**src/rtl/term_loopback_tile_if.sv**
```systemverilog
// Fabric-edge bundle: configuration chain plus loopback wires of one tile.
interface term_loopback_tile_if #(
    parameter int unsigned MaxFramesPerCol = 20,
    parameter int unsigned FrameBitsPerRow = 32,
    parameter int unsigned NUM_CH          = 16
);
    logic [FrameBitsPerRow-1:0] FrameData;
    logic [FrameBitsPerRow-1:0] FrameData_O;
    logic [MaxFramesPerCol-1:0] FrameStrobe;
    logic [MaxFramesPerCol-1:0] FrameStrobe_O;
    logic [NUM_CH-1:0]          LoopIn;
    logic [NUM_CH-1:0]          LoopOut;
    logic [2*NUM_CH-1:0]        CfgActive;

    // Fabric / neighbour side: drives config and incoming wires.
    modport master (
        output FrameData, FrameStrobe, LoopIn,
        input  FrameData_O, FrameStrobe_O, LoopOut, CfgActive
    );

    // Tile side.
    modport slave (
        input  FrameData, FrameStrobe, LoopIn,
        output FrameData_O, FrameStrobe_O, LoopOut, CfgActive
    );
endinterface

```
**src/rtl/term_loopback_tile.sv**
```systemverilog
// Fabric-edge termination tile: per-channel loopback with frame-loaded,
// glitch-free applied modes (tie-off / comb / 1-stage / 2-stage).
module term_loopback_tile #(
    parameter int unsigned MaxFramesPerCol = 20,
    parameter int unsigned FrameBitsPerRow = 32,
    parameter int unsigned NUM_CH          = 16,
    parameter int unsigned CFG_FRAME       = 0
) (
    input  logic UserCLK,
    input  logic UserRST,
    output logic UserCLKo,
    term_loopback_tile_if.slave bus
);
    localparam int unsigned CfgW = 2 * NUM_CH;

    // Reject parameter sets whose mode frame cannot fit or be strobed.
    if (CfgW > FrameBitsPerRow) begin : g_bad_width
        $error("term_loopback_tile: 2*NUM_CH exceeds FrameBitsPerRow");
    end
    if (CFG_FRAME >= MaxFramesPerCol) begin : g_bad_frame
        $error("term_loopback_tile: CFG_FRAME out of FrameStrobe range");
    end

    logic [CfgW-1:0]   shadow;
    logic [CfgW-1:0]   active;
    logic              strb_q;
    logic [NUM_CH-1:0] stage1;
    logic [NUM_CH-1:0] stage2;

    logic              strobe_c;
    logic              commit_c;
    logic [NUM_CH-1:0] stage1_d_c;
    logic [NUM_CH-1:0] stage2_d_c;
    logic [NUM_CH-1:0] loop_out_c;

    // Neighbour pass-through, untouched by reset.
    assign UserCLKo          = UserCLK;
    assign bus.FrameData_O   = bus.FrameData;
    assign bus.FrameStrobe_O = bus.FrameStrobe;

    // Commit fires on the cycle after the strobe falls.
    assign strobe_c = bus.FrameStrobe[CFG_FRAME];
    assign commit_c = strb_q & ~strobe_c;

    // Stage next values: flush on mode change, idle modes hold zero.
    always_comb begin
        stage1_d_c = '0;
        stage2_d_c = '0;
        for (int i = 0; i < int'(NUM_CH); i++) begin
            if (!(commit_c && (shadow[2*i +: 2] != active[2*i +: 2]))) begin
                if (active[2*i+1]) begin
                    stage1_d_c[i] = bus.LoopIn[i];
                end
                if (active[2*i +: 2] == 2'b11) begin
                    stage2_d_c[i] = stage1[i];
                end
            end
        end
    end

    // Config shadow/active registers and loopback pipeline.
    always_ff @(posedge UserCLK) begin
        if (UserRST) begin
            shadow <= '0;
            active <= '0;
            strb_q <= 1'b0;
            stage1 <= '0;
            stage2 <= '0;
        end else begin
            if (strobe_c) begin
                shadow <= bus.FrameData[CfgW-1:0];
            end
            if (commit_c) begin
                active <= shadow;
            end
            strb_q <= strobe_c;
            stage1 <= stage1_d_c;
            stage2 <= stage2_d_c;
        end
    end

    // Per-channel output select from the applied mode.
    always_comb begin
        loop_out_c = '0;
        for (int i = 0; i < int'(NUM_CH); i++) begin
            case (active[2*i +: 2])
                2'b01:   loop_out_c[i] = bus.LoopIn[i];
                2'b10:   loop_out_c[i] = stage1[i];
                2'b11:   loop_out_c[i] = stage2[i];
                default: loop_out_c[i] = 1'b0;
            endcase
        end
    end

    assign bus.LoopOut   = loop_out_c;
    assign bus.CfgActive = active;
endmodule

```
**src/flat_wrapper.sv**
```systemverilog
// flat-port wrapper written by rule: the top's interface ports become plain ports
module term_loopback_tile_flat 
#(
    parameter int unsigned MaxFramesPerCol = 20,
    parameter int unsigned FrameBitsPerRow = 32,
    parameter int unsigned NUM_CH          = 16,
    parameter int unsigned CFG_FRAME       = 0
)
  (UserCLK, UserRST, UserCLKo, bus_FrameData, bus_FrameStrobe, bus_LoopIn, bus_FrameData_O, bus_FrameStrobe_O, bus_LoopOut, bus_CfgActive);
  term_loopback_tile_if #(.MaxFramesPerCol(MaxFramesPerCol), .FrameBitsPerRow(FrameBitsPerRow), .NUM_CH(NUM_CH)) bus_i ();
  input  logic UserCLK;
  input  logic UserRST;
  output logic UserCLKo;
  input wire logic [$bits(bus_i.FrameData)-1:0] bus_FrameData;
  input wire logic [$bits(bus_i.FrameStrobe)-1:0] bus_FrameStrobe;
  input wire logic [$bits(bus_i.LoopIn)-1:0] bus_LoopIn;
  output wire logic [$bits(bus_i.FrameData_O)-1:0] bus_FrameData_O;
  output wire logic [$bits(bus_i.FrameStrobe_O)-1:0] bus_FrameStrobe_O;
  output wire logic [$bits(bus_i.LoopOut)-1:0] bus_LoopOut;
  output wire logic [$bits(bus_i.CfgActive)-1:0] bus_CfgActive;
  assign bus_i.FrameData = bus_FrameData;
  assign bus_i.FrameStrobe = bus_FrameStrobe;
  assign bus_i.LoopIn = bus_LoopIn;
  assign bus_FrameData_O = bus_i.FrameData_O;
  assign bus_FrameStrobe_O = bus_i.FrameStrobe_O;
  assign bus_LoopOut = bus_i.LoopOut;
  assign bus_CfgActive = bus_i.CfgActive;
  term_loopback_tile #(.MaxFramesPerCol(MaxFramesPerCol), .FrameBitsPerRow(FrameBitsPerRow), .NUM_CH(NUM_CH), .CFG_FRAME(CFG_FRAME)) u_core (.UserCLK(UserCLK), .UserRST(UserRST), .UserCLKo(UserCLKo), .bus(bus_i));
endmodule
```
**config.mk**
```make
export PLATFORM = sky130hd
export DESIGN_NAME = term_loopback_tile_flat
export DESIGN_NICKNAME = d
export VERILOG_FILES = /design/src/rtl/term_loopback_tile_if.sv /design/src/rtl/term_loopback_tile.sv /design/src/flat_wrapper.sv
export SDC_FILE = /design/constraint.sdc
export NUM_CORES = 1
export LEC_CHECK = 0
export ABC_AREA = 1
export ABC_CLOCK_PERIOD_IN_PS = 2100
export CORE_UTILIZATION = 30
export CTS_CLUSTER_SIZE = 25
export DETAILED_ROUTE_END_ITERATION = 8
export GPL_ROUTABILITY_DRIVEN = 1
export PLACE_DENSITY = 0.53
export SLEW_MARGIN = 15
export SYNTH_ARGS = -nofsm -noshare
export SYNTH_HDL_FRONTEND = slang
export SYNTH_SLANG_ARGS = --single-unit
export TNS_END_PERCENT = 20
```
**constraint.sdc**
```tcl
create_clock -name UserCLK -period 2.1 [get_ports UserCLK]
set_input_delay 0.42 -clock UserCLK [delete_from_list [all_inputs] [get_ports UserCLK]]
set_output_delay 0.42 -clock UserCLK [all_outputs]
set_load 0.05 [all_outputs]
```
==> run_results.csv, run 1 <==
group,metric,value,unit
status,outcome,"finished clean",
sta,fin_setup_tns,0,ns
critical_path,r2r-start,"u_core.strb_q$_SDFF_PP0_",
placed_design,place.gp.congestion,0.7739,
min_path,hold_end,"u_core.stage1[15]$_SDFF_PP0_",
die,ios,171,
synth,syn_area,4848,µm²
clocking,postCtsHoldBufs,0,
power_and_ir_drop,powerDensity,711.2,nW/µm²
critical_path,crit_type,"reg2out",
die,core,15830,µm²
die,die_y,129.1,µm
die,die_x,129.1,µm
power_and_ir_drop,combPwrFrac,15.9,%
sta,max_freq,484.1,MHz
placed_design,placedInstanceArea,6420,µm²
route,drt_iter0_drc,277,
critical_path,arrival,1.65,ns
synth,syn_area_per_cell,7.517,µm²
critical_path,worstSetupPathDepth,1,
placed_design,post-place-ws,-0.04209,ns
route,totalWireLength,12150,µm
synth,yosys_warnings,0,
sta,worst_pin_slew,0.5789,ns
clocking,insertion_delay,0.46,ns
placed_design,dp_hpwl,8325,µm
sta,hold_viol_final,0,
sta,min_period_over_period,98.36,%
power_and_ir_drop,ir_drop,0.001070,V
layout,diodes,0,
route,viasPerCell,4.586,
synth,ys_ff_latch,97,
critical_path,path_cells,"clkdlybuf4s50_1",
global_route,grt_use_total,14.95,%
sta,finalSetupViolCount,0,
synth,yosys.cell_types.count,19,
sta,slew_violations,0,
layout,syn_to_final_growth,40.13,%
layout,final_area,6794,µm²
placed_design,dp.cells,935,
min_path,min_path_type,"in2reg",
critical_path,max_stage_delay,0.82,ns
sta,final.min_clock_period,2.066,ns
sta,rsz0062_at_grt,"no",
die,start_util,30.63,%
power_and_ir_drop,seqPwrFrac,40.5,%
power_and_ir_drop,p_leak,2.782,nW
route,vias,4370,
global_route,grt_remaining_overflow,0,
route,first_pass_iters,6,
critical_path,reg2reg_depth,4,
critical_path,crit_family,"buffers and inverters",
power_and_ir_drop,p_total,4.832,mW
placed_design,portBuffers,132,
power_and_ir_drop,p_clk_share,43.7,%
die,rows,46,
critical_path,cp.required,1.68,ns
critical_path,worst-path-buf-inv,1,
layout,final_net_count,803,
route,drc,0,
critical_path,regToRegSetupSlack,0.91,ns
critical_path,slowest_stage,"clkdlybuf4s50_1",
global_route,grt_max_degree,65,
sta,relSlewSlack,61.41,%
layout,fin_cells,953,
critical_path,start_kind,"flop",
clocking,cts_tree,"yes",
sta,whs,0.4632,ns
global_route,antenna_found_initial,0,
global_route,grt_pass1_wl,19460,µm
die,die_area,16670,µm²
critical_path,cp_max_fo,2,
power_and_ir_drop,p_sw_share,27.02,%
power_and_ir_drop,internal_power,3.526,mW
global_route,first_global_vias,4163,
sta,finalWorstSetupSlack,0.03434,ns
layout,drive_above_1_share,20.90,%
synth,syn_nets,715,
synth,yosysSeqAreaShare,40.05,%
layout,final_util,42.92,%
route,drtAntennaViolNets,0,
synth,syn_inst,645,
critical_path,r2r_end,"u_core.bus.CfgActive[2]$_SDFFE_PP0P_",
clocking,path_clk_slew,0.06,ns
min_path,min_delay_path_depth,4,
route,wl_per_cell,12.75,µm
flow_run,max_cap_violations,0,
min_path,min_from,"UserRST",
sta,skew,0.008334,ns
power_and_ir_drop,p_switching,1.306,mW
critical_path,end_kind,"primary output",
[worst max path at each step]
| stage | startpoint | end |
|---|---|---|
| 4_1_cts | u_core.bus.CfgActive[18]$_SDFFE_PP0P_ | bus_CfgActive[18] |
| 5_1_grt | u_core.bus.CfgActive[28]$_SDFFE_PP0P_ | bus_CfgActive[28] |
| 3_5_place_dp | UserCLK | UserCLKo |
| 3_3_place_gp | UserCLK | UserCLKo |
| 2_1_floorplan | u_core.bus.CfgActive[1]$_SDFFE_PP0P_ | bus_LoopOut[0] |
| 6_report | u_core.bus.CfgActive[18]$_SDFFE_PP0P_ | bus_CfgActive[18] |
[cell usage after synthesis, drive strengths merged]
library cell    n  area share (%)
buf            79              13
dfxtp          97              40
nor2            1           0.077
nand2         177              15
o21ai          32             3.3
a21oi          96              12
nand3          80             8.3
nand4          16             2.1
inv            67             5.4
[state kept, by name, summed over array words and instances (netlist names)]
signal and flops:
u_core.strb_q 1, u_core.shadow 32, u_core.bus.CfgActive 32, u_core.stage2 16, u_core.stage1 16
[timing repair]
action / CTS / global route
setup buffers: 0 / 0
endpoints found under the setup margin: 13 / 1
gates resized for setup: 14 / 1
[kinds of logic (layout without fill, tap and decap cells)]
group	after synthesis	after routing	share of synthesized area (%)
AO/OA/AOI/OAI	128	128	15.38
AND/OR/NAND/NOR	274	274	25.70
flip-flops	97	97	40.05
buffers and inverters	146	238	18.86
[cells in the final DEF (no fill, tap or decap), drive strengths merged]
master / count
nand4: 16
dfxtp: 97
inv: 67
clkinv: 2
nand3: 80
dlygate4sd2: 12
bufinv: 1
nor2: 1
clkbuf: 16
a21oi: 96
buf: 76
nand2: 177
dlymetal6s2s: 1
clkdlybuf4s50: 63
o21ai: 32
[power groups by stage]
stage	clock, mW	sequential [mW]	combinational [mW]
after floorplan	0.103	2.03	0.531
after global placement	0.110	1.99	0.767
after detailed placement	0.110	2.00	0.773
after CTS	2.16	1.95	0.773
after global routing	2.23	1.96	0.823
final	2.11	1.96	0.767
[layout make-up]
class	count	area, µm²
well taps	216	270.3
fillers	1585	9034
clock inverters	3	40.04
repair buffers	152	1929
flip-flops and latches	97	1942
inverters	67	264.0
multi-input cells	402	1992
clock buffers	16	356.6
[per-layer routing]
layer  share of wire [%]  track usage [%]  vias to the layer above
li1                    -                -                     2230
met4                 1.8            6.436                        0
met1                  45            17.61                     1992
met3                 6.5            5.078                       20
met2                  47            24.70                      128
met5                   0                0                        -
Note: power is estimated with default switching activity, not from simulation.
==> run 2: changes to the inputs <==
--- a/config.mk
+++ b/config.mk
@@ -7,10 +7,11 @@
 export LEC_CHECK = 0
 export ABC_AREA = 1
 export ABC_CLOCK_PERIOD_IN_PS = 2100
+export CORE_ASPECT_RATIO = 0.75
 export CORE_UTILIZATION = 30
 export CTS_CLUSTER_SIZE = 25
 export DETAILED_ROUTE_END_ITERATION = 8
-export GPL_ROUTABILITY_DRIVEN = 1
+export GPL_ROUTABILITY_DRIVEN = 0
 export PLACE_DENSITY = 0.53
 export SLEW_MARGIN = 15
 export SYNTH_ARGS = -nofsm -noshare
==> run_results.csv, run 2 (synthesis gave the netlist of run 1 again) <==
group,metric,value,unit
status,outcome,"finished clean",
route,wl_met1,5790,µm
layout,drive_above_1_share,21.00,%
critical_path,max_stage_delay,0.82,ns
power_and_ir_drop,ir_drop,0.001127,V
layout,final_cell_mix,"nand2_1 (148), dfxtp_1 (97), nand3_1 (80)",
route,highest_layer,"met4",
die,rows,39,
sta,min_period_over_period,97.30,%
critical_path,slowest_stage,"clkdlybuf4s50_1",
route,drt_iter0_drc,194,
die,die_y,112.1,µm
critical_path,regToRegSetupSlack,0.98,ns
critical_path,start_kind,"flop",
clocking,cts_tree,"yes",
route,wl_met3,586,µm
flow_run,max_cap_violations,0,
route,first_pass_iters,4,
global_route,grt_pass1_wl,19840,µm
critical_path,path_cells,"clkdlybuf4s50_1",
sta,worst_pin_slew,0.5907,ns
power_and_ir_drop,powerDensity,692.0,nW/µm²
route,viasPerCell,4.633,
critical_path,cp.required,1.68,ns
global_route,grt_remaining_overflow,0,
sta,slew_violations,0,
power_and_ir_drop,p_total,4.697,mW
placed_design,dp.cells,925,
sta,relSlewSlack,60.62,%
route,totalWireLength,12040,µm
route,wl_met2,5467,µm
sta,skew,0.006801,ns
sta,finalWorstSetupSlack,0.05677,ns
placed_design,dp_hpwl,8147,µm
sta,hold_viol_final,0,
layout,final_net_count,804,
critical_path,reg2reg_depth,4,
die,die_x,148.8,µm
route,wl_per_cell,12.77,µm
critical_path,arrival,1.62,ns
clocking,path_clk_slew,0.06,ns
global_route,antenna_found_initial,0,
sta,finalSetupViolCount,0,
global_route,grt_max_degree,65,
power_and_ir_drop,p_leak,2.834,nW
clocking,insertion_delay,0.46,ns
sta,fin_setup_tns,0,ns
sta,max_freq,489.4,MHz
sta,rsz0062_at_grt,"no",
critical_path,crit_type,"reg2out",
critical_path,end_kind,"primary output",
global_route,first_global_vias,4001,
critical_path,crit_family,"buffers and inverters",
global_route,grt_use_total,14.98,%
layout,final_common_cell,"nand2_1",
die,ios,171,
layout,final_util,43.74,%
critical_path,cp_max_fo,2,
critical_path,worst-path-buf-inv,1,
layout,fin_cells,943,
min_path,min_delay_path_depth,4,
layout,syn_to_final_growth,40.00,%
route,vias,4369,
min_path,min_path_type,"in2reg",
route,drc,0,
layout,diodes,0,
die,start_util,31.24,%
critical_path,worstSetupPathDepth,1,
route,drtAntennaViolNets,0,
placed_design,portBuffers,132,
die,core,15520,µm²
die,die_area,16680,µm²
placed_design,post-place-ws,-0.04209,ns
clocking,postCtsHoldBufs,0,
sta,final.min_clock_period,2.043,ns
[run 2: cell types whose count changed in the layout (fill, tap and decap cells not counted)]
cell	change
inv_6	+1
dlymetal6s2s_1	+4
buf_4	-1
buf_12	+1
dlygate4sd2_1	-1
clkbuf_1	-1
clkdlybuf4s50_1	-2
clkinvlp_4	+3
clkbuf_8	-2
clkinv_2	-1
bufinv_16	-1
clkinv_4	+1
[run 2: final timing paths]
| check | to | from |
|---|---|---|
| max reg2reg | u_core.bus.CfgActive[13]$_SDFFE_PP0P_ | u_core.strb_q$_SDFF_PP0_ |
| min | u_core.stage1[1]$_SDFF_PP0_ | UserRST |
| min reg2reg | u_core.stage2[13]$_SDFF_PP0_ | u_core.stage1[13]$_SDFF_PP0_ |
| max | bus_CfgActive[3] | u_core.bus.CfgActive[3]$_SDFFE_PP0P_ |
[run 2: final cells by class]
cell class	count	area, µm²
fill	1556	8730
multi-input combinational	402	1992
timing repair buffer	153	1963
sequential	97	1942
clock buffer	13	325.3
inverter	67	264.0
tap	205	256.5
clock inverter	6	45.04
[run 2: through the flow]
stage / hold slack (ns) / instance area (µm²)
6_report: 0.4530 / 6788
5_1_grt: 0.4860 / 6788
4_1_cts: 0.4683 / 6775
3_5_place_dp: 0.4619 / 6429
3_3_place_gp: 0.4547 / 6429
2_1_floorplan: 0.4446 / 4848
[run 2: worst reg2reg max path, delay by kind of cell, from the launching register on]
family | cells | cell delay (ns)
simple gates | 2 | 0.22
flops | 1 | 0.36
buf+inv | 1 | 0.35
compound gates | 1 | 0.13
[run 2: metal layers]
| metal | vias up | track usage (%) |
|---|---|---|
| li1 | 2243 | - |
| met1 | 1994 | 19.76 |
| met2 | 112 | 23.30 |
| met3 | 20 | 3.902 |
| met4 | 0 | 5.918 |
| met5 | - | 0 |
[run 2: repair_timing]
action,4_1_cts,5_1_grt
endpoints found under the setup margin,12,5
buffers inserted,0,0
resized for setup,13,5
[run 2: report_power, final]
part           internal, mW  switching (mW)  total (mW)
combinational         0.325           0.446       0.770
clock                  1.13           0.846        1.97
sequential             1.90          0.0543        1.95
total                  3.35            1.35        4.70
==> run 3: changes to the inputs <==
==> constraint.sdc (replaced) <==
create_clock -name UserCLK -period 2.1 [get_ports UserCLK]
set_input_delay 0.63 -clock UserCLK [delete_from_list [all_inputs] [get_ports UserCLK]]
set_output_delay 0.63 -clock UserCLK [all_outputs]
set_load 0.05 [all_outputs]
==> run_results.csv, run 3 (synthesis gave the netlist of run 1 again) <==
group,metric,value,unit
sta,slew_violations,0,
critical_path,cp_max_fo,2,
critical_path,r2r_end,"u_core.bus.CfgActive[0]$_SDFFE_PP0P_",
global_route,grt_remaining_overflow,0,
route,drt_iter0_drc,177,
route,wl_per_cell,12.90,µm
route,drtAntennaViolNets,0,
critical_path,end_kind,"primary output",
clocking,path_clk_slew,0.07,ns
die,die_area,16680,µm²
sta,relSlewSlack,62.26,%
placed_design,portBuffers,132,
route,vias,4341,
placed_design,post-place-ws,-0.2521,ns
die,ios,171,
sta,final.min_clock_period,2.091,ns
critical_path,start_kind,"clock port",
layout,multi_input_area,2082,µm²
critical_path,reg2reg_depth,5,
global_route,first_global_vias,4061,
die,start_util,31.24,%
global_route,antenna_found_initial,0,
min_path,min_path_type,"reg2reg",
sta,hold_viol_final,0,
layout,diodes,0,
sta,max_freq,481.0,MHz
layout,final_common_cell,"nand2_1",
die,core,15520,µm²
sta,finalWorstSetupSlack,0.008610,ns
power_and_ir_drop,powerDensity,728.2,nW/µm²
layout,final_util,44.01,%
layout,syn_to_final_growth,40.85,%
sta,min_period_over_period,99.59,%
critical_path,crit_type,"clk2out",
power_and_ir_drop,p_leak,2.902,nW
route,totalWireLength,12020,µm
die,die_y,112.1,µm
layout,seq_area,1951,µm²
sta,skew,0.007500,ns
critical_path,r2r-start,"u_core.strb_q$_SDFF_PP0_",
clocking,post_cts_buffers,0,
route,viasPerCell,4.658,
min_path,min_delay_path_depth,2,
global_route,grt_use_total,14.56,%
global_route,grt_pass1_wl,19290,µm
min_path,min_from,"u_core.shadow[16]$_SDFFE_PP0P_",
layout,nFillCells,1549,
critical_path,cp.required,1.47,ns
status,outcome,"finished clean",
power_and_ir_drop,ir_drop,0.0007118,V
sta,finalSetupViolCount,0,
layout,final_net_count,792,
critical_path,arrival,1.46,ns
clocking,insertion_delay,0.46,ns
route,first_pass_iters,7,
critical_path,crit_start,"UserCLK",
die,die_x,148.8,µm
sta,rsz0062_at_grt,"yes",
critical_path,regToRegSetupSlack,1.03,ns
layout,drive_above_1_share,27.10,%
clocking,cts_tree,"yes",
min_path,hold_end,"u_core.bus.CfgActive[16]$_SDFFE_PP0P_",
layout,final_cell_mix,"nand2_1 (148), dfxtp_1 (90), a21oi_1 (68)",
flow_run,max_cap_violations,0,
global_route,grt_max_degree,65,
placed_design,dp_hpwl,8010,µm
die,rows,39,
route,drc,0,
sta,worst_pin_slew,0.5660,ns
==> run 3: changes by cell type in the layout (fill, tap and decap cells not counted), sizes merged <==
cell,previous run,this run
bufinv,0,2
clkbuf,13,14
clkdlybuf4s50,61,42
clkinvlp,3,1
buf,76,92
dlymetal6s2s,5,7
dlygate4sd2,11,0
==> run 3: final cells by class <==
class	count	share of cell area, %
clock buffers	14	4.965
clock inverters	6	1.319
inverters	67	3.866
multi-input cells	402	30.49
flip-flops and latches	97	28.56
well taps	205	3.756
repair buffers	141	27.04
==> run 3: critical path, stage by stage <==
cell and delay [ns]:
clkbuf_16 0.12, clkbuf_16 0.13, clkbuf_16 0.16
==> run 3: worst max path at each step <==
stage / endpoint / slack [ns]
floorplan: bus_LoopOut[0] / 0.17
global placement: UserCLKo / -0.25
detailed placement: UserCLKo / -0.25
CTS: bus_LoopOut[9] / 0.0004
global route: bus_LoopOut[13] / -0.01
finish: UserCLKo / 0.009
==> run 3: stage by stage <==
| stage | setup TNS (ns) | hold WS, ns | area [µm²] | std cells | power [mW] |
|---|---|---|---|---|---|
| final | 0 | 0.4636 | 6829 | 932 | 4.973 |
| after global routing | -0.03942 | 0.4633 | 6829 | 932 | 5.190 |
| after CTS | 0 | 0.4746 | 6778 | 932 | 5.047 |
| after detailed placement | -0.2904 | 0.4656 | 6294 | 913 | 2.876 |
| after global placement | -0.2521 | 0.4566 | 6294 | 913 | 2.869 |
| after floorplan | 0 | 0.4446 | 4848 | 645 | 2.668 |
==> run 3: per-layer routing <==
layer	up-vias	global-route usage [%]	share of wire (%)
li1	2212	-	-
met1	1979	18.42	47
met2	129	23.27	46
met3	21	3.780	5.0
met4	0	6.531	1.6
met5	-	0	0
==> run 3: report_power, final <==
| group | internal (mW) | switching (mW) |
|---|---|---|
| sequential | 1.90 | 0.0628 |
| combinational | 0.323 | 0.435 |
| clock | 1.41 | 0.844 |
==> run 3: what timing repair did <==
item,CTS,global route
hold endpoints to repair,0,0
hold buffers,0,0
setup endpoints to repair,14,14
pin swaps,0,3
resized for setup,20,19
